<file path="config.mk">
export PLATFORM = sky130hd
export DESIGN_NAME = csa_resolver_flat
export DESIGN_NICKNAME = d
export VERILOG_FILES = /design/src/rtl/csa_resolver_if.sv /design/src/rtl/csa_resolver.sv /design/src/flat_wrapper.sv
export SDC_FILE = /design/constraint.sdc
export NUM_CORES = 1
export LEC_CHECK = 0
export CORE_UTILIZATION = 42
export CTS_BUF_LIST = sky130_fd_sc_hd__clkbuf_16
export CTS_CLUSTER_DIAMETER = 50
export DETAILED_ROUTE_END_ITERATION = 10
export DONT_BUFFER_PORTS = 1
export GPL_TIMING_DRIVEN = 0
export SETUP_SLACK_MARGIN = 0.1
export SLEW_MARGIN = 20
export SYNTH_ARGS = -nofsm -noshare
export SYNTH_HDL_FRONTEND = slang
export SYNTH_SLANG_ARGS = --single-unit
export TNS_END_PERCENT = 100
</file>
<file path="constraint.sdc">
create_clock -name clk -period 3.78 [get_ports clk]
set_clock_uncertainty 0.1 [all_clocks]
set_input_delay 0.945 -clock clk [delete_from_list [all_inputs] [get_ports clk]]
set_output_delay 0.945 -clock clk [all_outputs]
set_load 0.03 [all_outputs]
</file>
<file path="src/rtl/csa_resolver_if.sv">
// Handshake bundle for csa_resolver: carry-save pair in, resolved binary sum out.
interface csa_resolver_if #(parameter int NN = 16);
   logic [NN:0]   cs_sum;
   logic [NN:0]   cs_carry;
   logic          in_valid;
   logic          in_ready;
   logic [NN+1:0] result;
   logic          out_valid;
   logic          out_ready;

   modport master (output cs_sum, cs_carry, in_valid, out_ready,
                   input  in_ready, result, out_valid);
   modport slave  (input  cs_sum, cs_carry, in_valid, out_ready,
                   output in_ready, result, out_valid);
endinterface

</file>
<file path="src/rtl/csa_resolver.sv">
// Multi-cycle carry-propagate adder: resolves a carry-save pair CW bits per cycle, LSB chunk first.
module csa_resolver #(
   parameter int NN = 16,
   parameter int CW = 4
) (
   input logic           clk,
   input logic           rst_n,
   csa_resolver_if.slave bus
);
   localparam int W   = NN + 1;
   localparam int NCH = (W + CW - 1) / CW;
   localparam int PW  = NCH * CW;
   localparam int IW  = (NCH > 1) ? $clog2(NCH) : 1;

   typedef enum logic [1:0] {IDLE, BUSY, DONE} state_t;

   state_t          state, state_nxt;
   logic [PW-1:0]   a, b, acc, acc_nxt;
   logic [PW-1:0]   sum_ext, carry_ext;
   logic            cy;
   logic [IW-1:0]   idx;
   logic [CW:0]     chunk;
   logic            last;
   logic [NN+1:0]   result_q, result_nxt;

   always_comb begin
      sum_ext            = '0;
      carry_ext          = '0;
      sum_ext[W-1:0]     = bus.cs_sum;
      carry_ext[W-1:0]   = bus.cs_carry;
      chunk = {1'b0, a[int'(idx)*CW +: CW]} + {1'b0, b[int'(idx)*CW +: CW]} + {{CW{1'b0}}, cy};
      // The final chunk lands in acc on the same edge result is captured, so build result from the merged value.
      acc_nxt                      = acc;
      acc_nxt[int'(idx)*CW +: CW]  = chunk[CW-1:0];
      result_nxt = (NN+2)'({chunk[CW], acc_nxt});
      last       = (idx == IW'(NCH - 1));
   end

   always_comb begin
      state_nxt     = state;
      bus.in_ready  = 1'b0;
      bus.out_valid = 1'b0;
      case (state)
         IDLE: begin
            bus.in_ready = 1'b1;
            if (bus.in_valid) state_nxt = BUSY;
         end
         BUSY: begin
            if (last) state_nxt = DONE;
         end
         DONE: begin
            bus.out_valid = 1'b1;
            if (bus.out_ready) state_nxt = IDLE;
         end
         default: state_nxt = IDLE;
      endcase
   end

   always_ff @(posedge clk or negedge rst_n) begin
      if (!rst_n) begin
         state    <= IDLE;
         a        <= '0;
         b        <= '0;
         acc      <= '0;
         cy       <= 1'b0;
         idx      <= '0;
         result_q <= '0;
      end else begin
         state <= state_nxt;
         case (state)
            IDLE: begin
               if (bus.in_valid) begin
                  a   <= sum_ext;
                  b   <= carry_ext;
                  acc <= '0;
                  cy  <= 1'b0;
                  idx <= '0;
               end
            end
            BUSY: begin
               acc <= acc_nxt;
               cy  <= chunk[CW];
               idx <= last ? '0 : idx + 1'b1;
               if (last) result_q <= result_nxt;
            end
            default: ;
         endcase
      end
   end

   assign bus.result = result_q;
endmodule
</file>
<file path="src/flat_wrapper.sv">
// flat-port wrapper written by rule: the top's interface ports become plain ports
module csa_resolver_flat 
#(
   parameter int NN = 16,
   parameter int CW = 4
)
  (clk, rst_n, bus_cs_sum, bus_cs_carry, bus_in_valid, bus_out_ready, bus_in_ready, bus_result, bus_out_valid);
  csa_resolver_if #(.NN(NN)) bus_i ();
  input logic clk;
  input logic rst_n;
  input wire logic [$bits(bus_i.cs_sum)-1:0] bus_cs_sum;
  input wire logic [$bits(bus_i.cs_carry)-1:0] bus_cs_carry;
  input wire logic [$bits(bus_i.in_valid)-1:0] bus_in_valid;
  input wire logic [$bits(bus_i.out_ready)-1:0] bus_out_ready;
  output wire logic [$bits(bus_i.in_ready)-1:0] bus_in_ready;
  output wire logic [$bits(bus_i.result)-1:0] bus_result;
  output wire logic [$bits(bus_i.out_valid)-1:0] bus_out_valid;
  assign bus_i.cs_sum = bus_cs_sum;
  assign bus_i.cs_carry = bus_cs_carry;
  assign bus_i.in_valid = bus_in_valid;
  assign bus_i.out_ready = bus_out_ready;
  assign bus_in_ready = bus_i.in_ready;
  assign bus_result = bus_i.result;
  assign bus_out_valid = bus_i.out_valid;
  csa_resolver #(.NN(NN), .CW(CW)) u_core (.clk(clk), .rst_n(rst_n), .bus(bus_i));
endmodule
</file>
After elaboration in Yosys (flattened, before gate mapping)
Cells that the tools add are included.

word-level totals
  input bits = 38
  word-level logic and storage cells = 41
  output and inout port bits = 20
  register bits after elaboration = 78

operators by class
  reductions and logical operators = 6
  shift-type cells = 4
  eq/ne operators = 6
  mux-type cells = 14
  add/subtract/negate cells = 4

operators by type and width
  kind                                                                     count
  20-bit case mux with 2 select lines                                      1
  20-bit by 6-bit indexed part select with 4-bit output                    2
  5-bit negator with 33-bit output                                         1
  4-bit by 33-bit variable shift with 20-bit output, first input constant  1
  4-bit by 33-bit indexed part select with 20-bit output                   1
  20-bit bitwise mux                                                       1
  20-bit 2-to-1 mux                                                        1
  2-bit 2-to-1 mux                                                         3
  3-bit 2-to-1 mux                                                         2
  2-bit case mux with 3 select lines                                       1
  3-bit case mux with 2 select lines                                       1
  2-bit AND reduction                                                      3
  4-bit by 4-bit adder with 5-bit output                                   1
  5-bit by 1-bit adder with 5-bit output                                   1
  2-bit inequality test, second input constant                             2
  3-bit by 1-bit adder with 3-bit output, second input constant            1
  3-bit equality test, second input constant                               1
  1-bit 2-to-1 mux                                                         3
  3-bit AND reduction                                                      1
  2-bit by 1-bit equality test with 1-bit output, second input constant    1
  2-bit equality test, second input constant                               1
  2-bit logical NOT                                                        1
  2-bit by 1-bit inequality test with 1-bit output, second input constant  1
  1-bit case mux with 2 select lines                                       1
  2-bit nonzero test                                                       1

Logic depth before layout (Yosys ltp)
Gate-level depths: netlist (run 1).

  depth after elaboration = 6
  mapped depth = 12
  gate-level depth less buffers = 10

Least setup slack after synthesis (run 1)
No wires, ideal clock.

  kind = register -> register
  from = reg u_core.idx[0]
  to = reg u_core.acc[15]
  slack = 0.798 ns
  cell stages (with the launch flop) = 11
  library setup time = 0.122 ns
  arrival time = 2.760 ns
  clock period less this slack = 2.982 ns
  buffers on the path = 2
  required time = 3.558 ns
  cells stage by stage = dfrtp_1 buf_6 buf_4 mux4_2 nand2_1 nand2_1 fa_1 a211o_1 a21o_1 and2_1 a32o_1

between the ends
  longest elaborated chain between the ends = 6

ends and longest elaborated chain
  element                                                 line                RTL
  from (decl)                                             csa_resolver.sv:21  logic [IW-1:0] idx;
  from (signal assigned)                                  csa_resolver.sv:83  idx <= last ? '0 : idx + 1'b1;
  20-bit by 6-bit indexed part select with 4-bit output   csa_resolver.sv:31  chunk = {1'b0, a[int'(idx)*CW +: CW]} + {1'b0, b[int'(idx)*CW +: CW]} + {{CW{1'b0}}, cy};
  4-bit by 4-bit adder with 5-bit output                  csa_resolver.sv:31
  5-bit by 1-bit adder with 5-bit output                  csa_resolver.sv:31
  4-bit by 33-bit indexed part select with 20-bit output  csa_resolver.sv:34  acc_nxt[int'(idx)*CW +: CW] = chunk[CW-1:0];
  20-bit bitwise mux *                                    csa_resolver.sv:34
  20-bit case mux with 2 select lines *                   csa_resolver.sv:70  case (state)
  to (signal assigned)                                    csa_resolver.sv:81  acc <= acc_nxt;
  to (decl)                                               csa_resolver.sv:18  logic [PW-1:0] a, b, acc, acc_nxt;

Every way passes the cells marked *; elsewhere a longest branch is shown, timed or not.
A chain may end at the register's enable or synchronous reset.

Worst setup path in the final report (run 1)
  from = reg u_core.idx[0]
  to = reg u_core.acc[5]

The elaborated chain is that of the path after synthesis.

==> metrics, run 1 <==
start point of the critical path=u_core.idx[0]; total setup violations reported at the end of the flow=0; Final ANT Viol Nets=0; aggregate global-route resource usage=18.81%; clock-pin slew on the worst setup and hold paths=0.06 ns; post-route fraction of the period consumed by the critical path=88.67%; DIE WIDTH=97.29 µm; post-detailed-route via-to-cell ratio=5.340; Yosys warnings=0; final global-route overflow total=0; Initial Util=43.52%; total of cells resized after clock tree synthesis=0; final hold violation count=0; count of distinct cell types in the synthesized netlist=52; mean area per synthesized cell=9.983 µm²; WS Path Type=reg -> reg; Worst Max-Slew Pin Slew=0.6743 ns; vertical die dimension=97.29 µm; Data required, critical path=3.94 ns; final routed wirelength across all metal layers=8358 µm; final core area utilization=48.70%; Clk Tree Root Cell=sky130_fd_sc_hd__clkbuf_16; pins over their slew limit=0; internal cell power=2.599 mW; commonest non-fill, non-tap cell in the layout=sky130_fd_sc_hd__nand2_1; most frequent cells in the layout=sky130_fd_sc_hd__nand2_1 (126), sky130_fd_sc_hd__dfrtp_1 (76), sky130_fd_sc_hd__a21oi_1 (14), sky130_fd_sc_hd__nor2_1 (14), sky130_fd_sc_hd__o21ai_0 (14); Rel. slew slack=54.97%; wire length of the first global-routing pass=14110 µm; CTS sink count=76; Achievable Freq=0.2984 GHz; gate count of the mapped netlist=382; share of cells above drive strength 1=11.06%; post-synthesis sequential element count=76; min-delay worst type=in -> async; CP Capture Type=flop; clock period minus final worst setup slack=3.352 ns; combinational group share of total power=47.7%; drc violations=0; Crit Reg-Reg Startpoint=u_core.idx[0]; fraction of power consumed by sequential logic=32.5%; DP Wirelength=5894 µm; net switching power=1.979 mW; Max H-tree Level=3; unrepaired setup endpoints after global routing=false; setup TNS after final layout=0 ns; part of the Yosys area used for sequential elements=49.87%; number of vias after detailed routing=2702; cell accounting for the most synthesized area=sky130_fd_sc_hd__dfrtp_1; arrival time at the worst endpoint=3.52 ns; result of the run=finished clean; number of primary I/O pins=58; top cells by area in the synthesized netlist=sky130_fd_sc_hd__dfrtp_1 (50%), sky130_fd_sc_hd__nand2_1 (12%), sky130_fd_sc_hd__mux4_2 (3.5%); antenna diode count=0; buffers inserted by post-CTS timing repair=0; Std-Cell Core Area=8763 µm²; buffers from clock root to sink, at most=2; Final Hold Slack=0.2120 ns; Num CTS Buffers=9; leakage component of the power=1.996 nW; FP Rows=34; Syn-to-layout area delta=11.91%; 1st-iter DRT viols=138; CP startpoint kind=flop; CTS tree=yes; die area=9465 µm²; Nets=443; clock share of power=19.9%; via count of the first global-routing pass=2803; later-pin clock latency in the skew report=0.33 ns; critical path peak fanout=10; final weighted congestion in routability-driven placement=0.7721; post-synthesis net count=432; area of the mapped netlist=3814 µm²; fraction of synthesized cell area taken by the top area cell type=49.87%; Sw Share=43.23%; first-pass iteration count of the detailed router=4; count of buffers from port buffering=0; maximum number of pins on one net before global-route repair=77; initial antenna violation count=0; worst vdd ir=0.3953 mV; mean routed wirelength per cell=16.52 µm; pwr/cell area=1073 nW/µm²; max cap viols=0; hold buffer count at CTS=0
## layout make-up
cell class,instances,area (µm²)
flip-flops and latches,76,1902
plain buffers,22,165.2
well taps,108,135.1
multi-input cells,274,1709
clock inverters,7,93.84
clock buffers,9,225.2
inverters,10,37.54
fillers,852,4496
## metal layers
metal	up-vias	wire, µm	GRT usage (%)
met2	72	4001	30.23
met4	0	159	6.674
li1	1326	-	-
met5	-	0	0
met3	12	372	4.460
met1	1292	3825	24.93
## worst max-delay path, cell delays in order (launching register included)
cell and delay [ns]:
sky130_fd_sc_hd__dfrtp_1 0.54, sky130_fd_sc_hd__buf_6 0.23, sky130_fd_sc_hd__buf_4 0.22, sky130_fd_sc_hd__mux4_2 0.52
sky130_fd_sc_hd__nand2_1 0.08, sky130_fd_sc_hd__nand2_1 0.06, sky130_fd_sc_hd__fa_1 0.41, sky130_fd_sc_hd__inv_1 0.08
sky130_fd_sc_hd__fa_1 0.49, sky130_fd_sc_hd__nor2_1 0.35, sky130_fd_sc_hd__a22o_1 0.20
## per-stage QoR
step / worst slack [ns] / power (mW) / instances / cell area (µm²)
after floorplan: 0.7985 / 3.151 / 382 / 3814
after global placement: 0.4376 / 3.637 / 490 / 3949
after detailed placement: 0.4349 / 3.680 / 490 / 3949
after CTS: 0.4324 / 4.602 / 506 / 4268
after global routing: 0.2758 / 4.897 / 506 / 4268
final: 0.4284 / 4.577 / 506 / 4268
## state kept, by name, indices dropped and copies added (netlist names)
register,count
u_core.acc,18
u_core.bus.result,18
u_core.a,17
u_core.b,17
u_core.idx,3
u_core.state,2
u_core.cy,1
## power by group through the flow
stage               combinational, mW  sequential (mW)  clock [mW]
floorplan                        1.71             1.44           0
global placement                 2.14             1.49           0
detailed placement               2.18             1.50           0
CTS                              2.18             1.49       0.928
global route                     2.41             1.53       0.956
finish                           2.18             1.49       0.910
## path summary, 6_finish.rpt
path                       depth (start not counted)  slack (ns)                   end
max                                               10        0.43         u_core.acc[5]
min                                                0        0.21  u_core.bus.result[4]
max reg2reg                                       10        0.43         u_core.acc[5]
min reg2reg                                        2        0.37           u_core.b[1]
max in group asynchronous                          0        3.26          u_core.a[16]
min in group clk                                   2        0.37           u_core.b[1]
## synth_stat cells (all sizes together)
| master | number |
|---|---|
| or3b | 3 |
| xor2 | 1 |
| and3 | 1 |
| buf | 11 |
| nand3b | 2 |
| nor2 | 15 |
| a211oi | 5 |
| fa | 2 |
| a22o | 9 |
| mux4 | 6 |
| xnor2 | 2 |
| a32o | 8 |
| o22a | 1 |
| nand2b | 2 |
| a221oi | 1 |
| dfrtp | 76 |
| clkbuf | 11 |
| a32oi | 1 |
| a21o | 1 |
| a21oi | 15 |
| nor2b | 4 |
| nand2 | 127 |
| ha | 10 |
| o21ai | 19 |
| o31ai | 1 |
| inv | 10 |
| or3 | 1 |
| nand3 | 5 |
| o2bb2ai | 1 |
| o311ai | 3 |
| mux2i | 7 |
| nor3 | 10 |
| a211o | 1 |
| and2 | 7 |
| and4 | 1 |
| or2 | 1 |
| or4b | 1 |
## cell families after synthesis
family / Yosys count / synth area share, %
AND/OR/NAND/NOR: 180 / 21.06
flip-flops: 76 / 49.87
AO/OA/AOI/OAI: 66 / 13.35
buffers and inverters: 32 / 5.315
multiplexers: 13 / 5.381
adder cells (fa/ha/maj): 12 / 4.331
XOR/XNOR: 3 / 0.6891
No activity file was read; power rests on OpenSTA's default activity.
==> run 2: changes to the inputs <==
Settings changed: CORE_ASPECT_RATIO from default to 1.5, TNS_END_PERCENT 100 to 30.
==> metrics, run 2 (synthesis gave the netlist of run 1 again) <==
result of the run=finished clean (unchanged); commonest non-fill, non-tap cell in the layout=sky130_fd_sc_hd__nand2_1 (unchanged); leakage component of the power=1.969 nW (was 1.996 nW); highest-delay cell along the critical path=sky130_fd_sc_hd__dfrtp_1 (unchanged); max cap viols=0 (unchanged); final weighted congestion in routability-driven placement=0.8275 (was 0.7721); via count of the first global-routing pass=2801 (was 2803); Achievable Freq=0.2958 GHz (was 0.2984 GHz); combinational group share of total power=48.0% (was 47.7%); hold buffer count at CTS=0 (unchanged); post-route fraction of the period consumed by the critical path=89.43% (was 88.67%); DP Wirelength=6297 µm (was 5894 µm); total of cells resized after clock tree synthesis=0 (unchanged); vertical die dimension=118.7 µm (was 97.29 µm); Sw Share=43.93% (was 43.23%); Max H-tree Level=3 (unchanged); number of primary I/O pins=58 (unchanged); antenna diode count=0 (unchanged); Num CTS Buffers=9 (unchanged); CP bufs+invs=3 (unchanged); Initial Util=43.20% (was 43.52%); CP Capture Type=flop (unchanged); CP cell instances=buf_6 -> buf_4 -> mux4_2 -> nand2_1 -> nand2_1 -> fa_1 -> inv_1 -> fa_1 -> nor2_1 -> a22o_1 (unchanged); Std-Cell Core Area=8828 µm² (was 8763 µm²); category of cells accounting for the largest share of critical-path delay=adder cells (unchanged); final hold violation count=0 (unchanged); Final ANT Viol Nets=0 (unchanged); initial antenna violation count=0 (unchanged); count of buffers from port buffering=0 (unchanged); number of vias after detailed routing=2762 (was 2702); buffers inserted by post-CTS timing repair=0 (unchanged); first-pass iteration count of the detailed router=4 (unchanged); final routed wirelength across all metal layers=8683 µm (was 8358 µm); CTS sink count=76 (unchanged); final global-route overflow total=0 (unchanged); die area=9473 µm² (was 9465 µm²); Final Hold Slack=0.2013 ns (was 0.2120 ns); setup TNS after final layout=0 ns (unchanged); Layout fillers=858 (was 852); Syn-to-layout area delta=11.32% (was 11.91%); aggregate global-route resource usage=20.28% (was 18.81%); drc violations=0 (unchanged); FP Rows=42 (was 34); area of combinational cells with multiple inputs=1709 µm² (unchanged); CP startpoint kind=flop (unchanged); worst vdd ir=0.3964 mV (was 0.3953 mV); pins over their slew limit=0 (unchanged); mean routed wirelength per cell=17.09 µm (was 16.52 µm); most frequent cells in the layout=sky130_fd_sc_hd__nand2_1 (126), sky130_fd_sc_hd__dfrtp_1 (76), sky130_fd_sc_hd__a21oi_1 (14), sky130_fd_sc_hd__nor2_1 (14), sky130_fd_sc_hd__o21ai_0 (14) (unchanged); Data required, critical path=3.95 ns (was 3.94 ns); share of cells above drive strength 1=11.31% (was 11.06%); 1st-iter DRT viols=166 (was 138); clock share of power=18.8% (was 19.9%); internal cell power=2.529 mW (was 2.599 mW); critical path peak fanout=10 (unchanged); clock-pin slew on the worst setup and hold paths=0.06 ns (about the same); unrepaired setup endpoints after global routing=false (unchanged); pwr/cell area=1062 nW/µm² (was 1073 nW/µm²); clock period minus final worst setup slack=3.380 ns (was 3.352 ns); maximum number of pins on one net before global-route repair=77 (unchanged); CTS tree=yes (unchanged); net switching power=1.981 mW (was 1.979 mW); final core area utilization=48.09% (was 48.70%); wire length of the first global-routing pass=14180 µm (was 14110 µm); area occupied by registers=1902 µm² (unchanged); critical path's largest stage delay=0.54 ns (about the same); buffers from clock root to sink, at most=2 (unchanged); DIE WIDTH=79.81 µm (was 97.29 µm); setup ws final=0.3996 ns (was 0.4284 ns); WS Path Type=reg -> reg (unchanged); later-pin clock latency in the skew report=0.34 ns (was 0.33 ns); final total power=4.510 mW (was 4.577 mW); Rel. slew slack=56.62% (was 54.97%); Nets=443 (unchanged); Clk Tree Root Cell=sky130_fd_sc_hd__clkbuf_16 (unchanged); total setup violations reported at the end of the flow=0 (unchanged); arrival time at the worst endpoint=3.55 ns (was 3.52 ns); post-detailed-route via-to-cell ratio=5.437 (was 5.340); minimum setup slack after placement=0.4696 ns (was 0.4349 ns); Worst Max-Slew Pin Slew=0.6497 ns (was 0.6743 ns); fraction of power consumed by sequential logic=33.2% (was 32.5%); min-delay worst type=in -> async (unchanged)
-- run 2: path summary, 6_finish.rpt --
check                      slack (ns)           from                   end  cells past startpoint
max                              0.40  u_core.idx[0]         u_core.acc[5]                     10
max reg2reg                      0.40  u_core.idx[0]         u_core.acc[5]                     10
min in group clk                 0.37    u_core.b[8]           u_core.b[8]                      2
min                              0.20          rst_n  u_core.bus.result[7]                      0
min reg2reg                      0.37    u_core.b[8]           u_core.b[8]                      2
max in group asynchronous        3.23          rst_n       u_core.state[0]                      0
-- run 2: per-layer routing --
metal | part of all wire [%] | vias to the layer above | track usage, %
li1 | - | 1320 | -
met1 | 39 | 1347 | 22.80
met2 | 53 | 76 | 34.99
met3 | 4.2 | 19 | 4.324
met4 | 3.6 | 0 | 10.83
met5 | 0 | - | 0
-- run 2: per-stage QoR --
step / std cells / area, µm²
floorplan: 382 / 3814
global placement: 492 / 3951
detailed placement: 492 / 3951
CTS: 508 / 4245
global route: 508 / 4245
finish: 508 / 4245
-- run 2: power groups by stage --
stage          clock network, mW  logic, mW  registers, mW
5_1_grt                    0.903       2.39           1.54
6_report                   0.847       2.16           1.50
3_3_place_gp                   0       2.13           1.50
2_1_floorplan                  0       1.71           1.44
4_1_cts                    0.860       2.18           1.50
3_5_place_dp                   0       2.17           1.52
-- run 2: final cells by class --
| cell class | count | share of cell area (%) |
|---|---|---|
| buffer | 22 | 3.890 |
| clock buffer | 9 | 5.305 |
| clock inverter | 7 | 1.621 |
| inverter | 10 | 0.8842 |
| multi-input combinational | 274 | 40.26 |
| sequential | 76 | 44.80 |
| tap | 110 | 3.242 |
==> run 3: changes to the inputs <==
Settings changed: SLEW_MARGIN 20 to default.
Clock period 3.78 ns to 3 ns, I/O delays scaled along.
==> metrics, run 3 (synthesis gave the netlist of run 1 again) <==
final total power=6.058 mW (was 4.510 mW); CP bufs+invs=5 (was 3); pwr/cell area=1370 nW/µm² (was 1062 nW/µm²); FP Rows=42 (unchanged); final routed wirelength across all metal layers=9201 µm (was 8683 µm); aggregate global-route resource usage=21.72% (was 20.28%); clock period minus final worst setup slack=2.816 ns (was 3.380 ns); wire length of the first global-routing pass=15120 µm (was 14180 µm); later-pin clock latency in the skew report=0.34 ns (about the same); CTS tree=yes (unchanged); post-detailed-route via-to-cell ratio=5.427 (was 5.437); worst reg2reg path depth=12 (was 10); category of cells accounting for the largest share of critical-path delay=adder cells (unchanged); CP startpoint kind=flop (unchanged); Syn-to-layout area delta=15.91% (was 11.32%); total setup violations reported at the end of the flow=0 (unchanged); commonest non-fill, non-tap cell in the layout=sky130_fd_sc_hd__nand2_1 (unchanged); unrepaired setup endpoints after global routing=true (was false); number of vias after detailed routing=2811 (was 2762); 1st-iter DRT viols=153 (was 166); min-delay worst type=in -> async (unchanged); Std-Cell Core Area=8828 µm² (unchanged); Nets=453 (was 443); final global-route overflow total=0 (unchanged); worst vdd ir=0.6321 mV (was 0.3964 mV); CP Capture Type=flop (unchanged); final hold violation count=0 (unchanged); count of buffers from port buffering=0 (unchanged); end of the worst register-to-register path=u_core.bus.result[1] (was u_core.acc[5]); Layout fillers=838 (was 858); buffers from clock root to sink, at most=2 (unchanged); max cap viols=0 (unchanged); Achievable Freq=0.3551 GHz (was 0.2958 GHz); Num CTS Buffers=9 (unchanged); leakage component of the power=2.045 nW (was 1.969 nW); final weighted congestion in routability-driven placement=0.8277 (was 0.8275); result of the run=finished clean (unchanged); pins over their slew limit=0 (unchanged); arrival time at the worst endpoint=2.98 ns (was 3.55 ns); vertical die dimension=118.7 µm (unchanged); initial antenna violation count=0 (unchanged); CP cell instances=buf_12 -> buf_12 -> mux4_2 -> nand2_2 -> nand2_2 -> fa_2 -> inv_2 -> fa_2 -> buf_4 -> inv_2 -> mux2i_1 -> o21ai_1 (was buf_6 -> buf_4 -> mux4_2 -> nand2_1 -> nand2_1 -> fa_1 -> inv_1 -> fa_1 -> nor2_1 -> a22o_1); antenna diode count=0 (unchanged); first-pass iteration count of the detailed router=4 (unchanged); via count of the first global-routing pass=2890 (was 2801); most frequent cells in the layout=sky130_fd_sc_hd__nand2_1 (124), sky130_fd_sc_hd__dfrtp_1 (75), sky130_fd_sc_hd__a21oi_1 (13), sky130_fd_sc_hd__nor2_1 (13), sky130_fd_sc_hd__o21ai_0 (11) (was sky130_fd_sc_hd__nand2_1 (126), sky130_fd_sc_hd__dfrtp_1 (76), sky130_fd_sc_hd__a21oi_1 (14), sky130_fd_sc_hd__nor2_1 (14), sky130_fd_sc_hd__o21ai_0 (14)); critical path's largest stage delay=0.51 ns (was 0.54 ns); Clk Tree Root Cell=sky130_fd_sc_hd__clkbuf_16 (unchanged); FF-to-FF setup slack=0.18 ns (was 0.40 ns); highest-delay cell along the critical path=sky130_fd_sc_hd__mux4_2 (was sky130_fd_sc_hd__dfrtp_1); DIE WIDTH=79.81 µm (unchanged); setup TNS after final layout=0 ns (unchanged); Worst Max-Slew Pin Slew=0.8553 ns (was 0.6497 ns); Initial Util=43.20% (unchanged); final core area utilization=50.07% (was 48.09%); DP Wirelength=6241 µm (was 6297 µm); Final ANT Viol Nets=0 (unchanged); share of cells above drive strength 1=16.42% (was 11.31%); WS Path Type=reg -> reg (unchanged); Max H-tree Level=3 (unchanged); maximum number of pins on one net before global-route repair=56 (was 77); drc violations=0 (unchanged); CTS sink count=76 (unchanged); clock-pin slew on the worst setup and hold paths=0.06 ns (about the same); post-route fraction of the period consumed by the critical path=93.88% (was 89.43%); critical path peak fanout=8 (was 10); die area=9473 µm² (unchanged); number of primary I/O pins=58 (unchanged); Rel. slew slack=42.89% (was 56.62%); mean routed wirelength per cell=17.76 µm (was 17.09 µm); Data required, critical path=3.16 ns (was 3.95 ns); Crit Reg-Reg Startpoint=u_core.idx[0] (unchanged)
run 3: changes by cell type in the layout (fill, tap and decap cells not counted), moves of 3 or more:
cell,previous run,this run
sky130_fd_sc_hd__buf_4,1,8
sky130_fd_sc_hd__clkinv_1,0,4
sky130_fd_sc_hd__clkinvlp_4,4,1
sky130_fd_sc_hd__inv_1,10,7
sky130_fd_sc_hd__nor3_1,9,6
sky130_fd_sc_hd__o21ai_0,14,11
run 3: through the flow:
stage	cells	hold WS, ns	setup WS (ns)	cell area [µm²]
after CTS	516	0.1808	0.1318	4378
after global routing	518	0.1865	0.08415	4420
after global placement	492	0.3499	-0.2658	3956
final	518	0.1732	0.1837	4420
after floorplan	382	0.3379	0.1171	3819
after detailed placement	492	0.3547	-0.3280	3956
run 3: timing repair:
action	CTS	global route
hold endpoints to repair	55	0
endpoints found under the setup margin	29	17
pin swaps	3	5
resized for setup	17	10
gates cloned	0	0
hold buffers	3	0
setup buffers	5	2
run 3: cell type report:
cell class	count	area (µm²)	share of cell area (%)
inverter	10	37.54	0.8491
tap	110	137.6	3.114
clock inverter	7	57.56	1.302
sequential	76	1903	43.05
multi-input combinational	274	1763	39.88
buffer	22	196.4	4.444
clock buffer	9	225.2	5.095
timing repair buffer	10	100.1	2.264
run 3: worst max-delay path by stage:
stage                                      end  slack [ns]           from  cells after the start
final                     u_core.bus.result[1]        0.18  u_core.idx[0]                     12
after global routing      u_core.bus.result[5]        0.08  u_core.idx[0]                     11
after CTS                 u_core.bus.result[5]        0.13  u_core.idx[0]                     11
after detailed placement  u_core.bus.result[5]       -0.33  u_core.idx[1]                     11
after global placement           u_core.acc[5]       -0.27  u_core.idx[1]                     10
after floorplan                  u_core.acc[3]        0.12  u_core.idx[1]                     10
run 3: per-layer routing:
metal | wire (µm) | up-vias | global-route usage (%) | part of all wire, %
li1 | - | 1333 | - | -
met2 | 4880 | 93 | 36.70 | 53
met3 | 397 | 18 | 4.479 | 4.3
met5 | 0 | - | 0 | 0
met1 | 3596 | 1367 | 24.86 | 39
met4 | 327 | 0 | 12.50 | 3.6
run 3: where the power goes:
| part | internal [mW] | switching (mW) |
|---|---|---|
| Clock | 0.630 | 0.418 |
| Sequential | 1.43 | 0.439 |
| Combinational | 1.35 | 1.78 |
| Total | 3.42 | 2.64 |
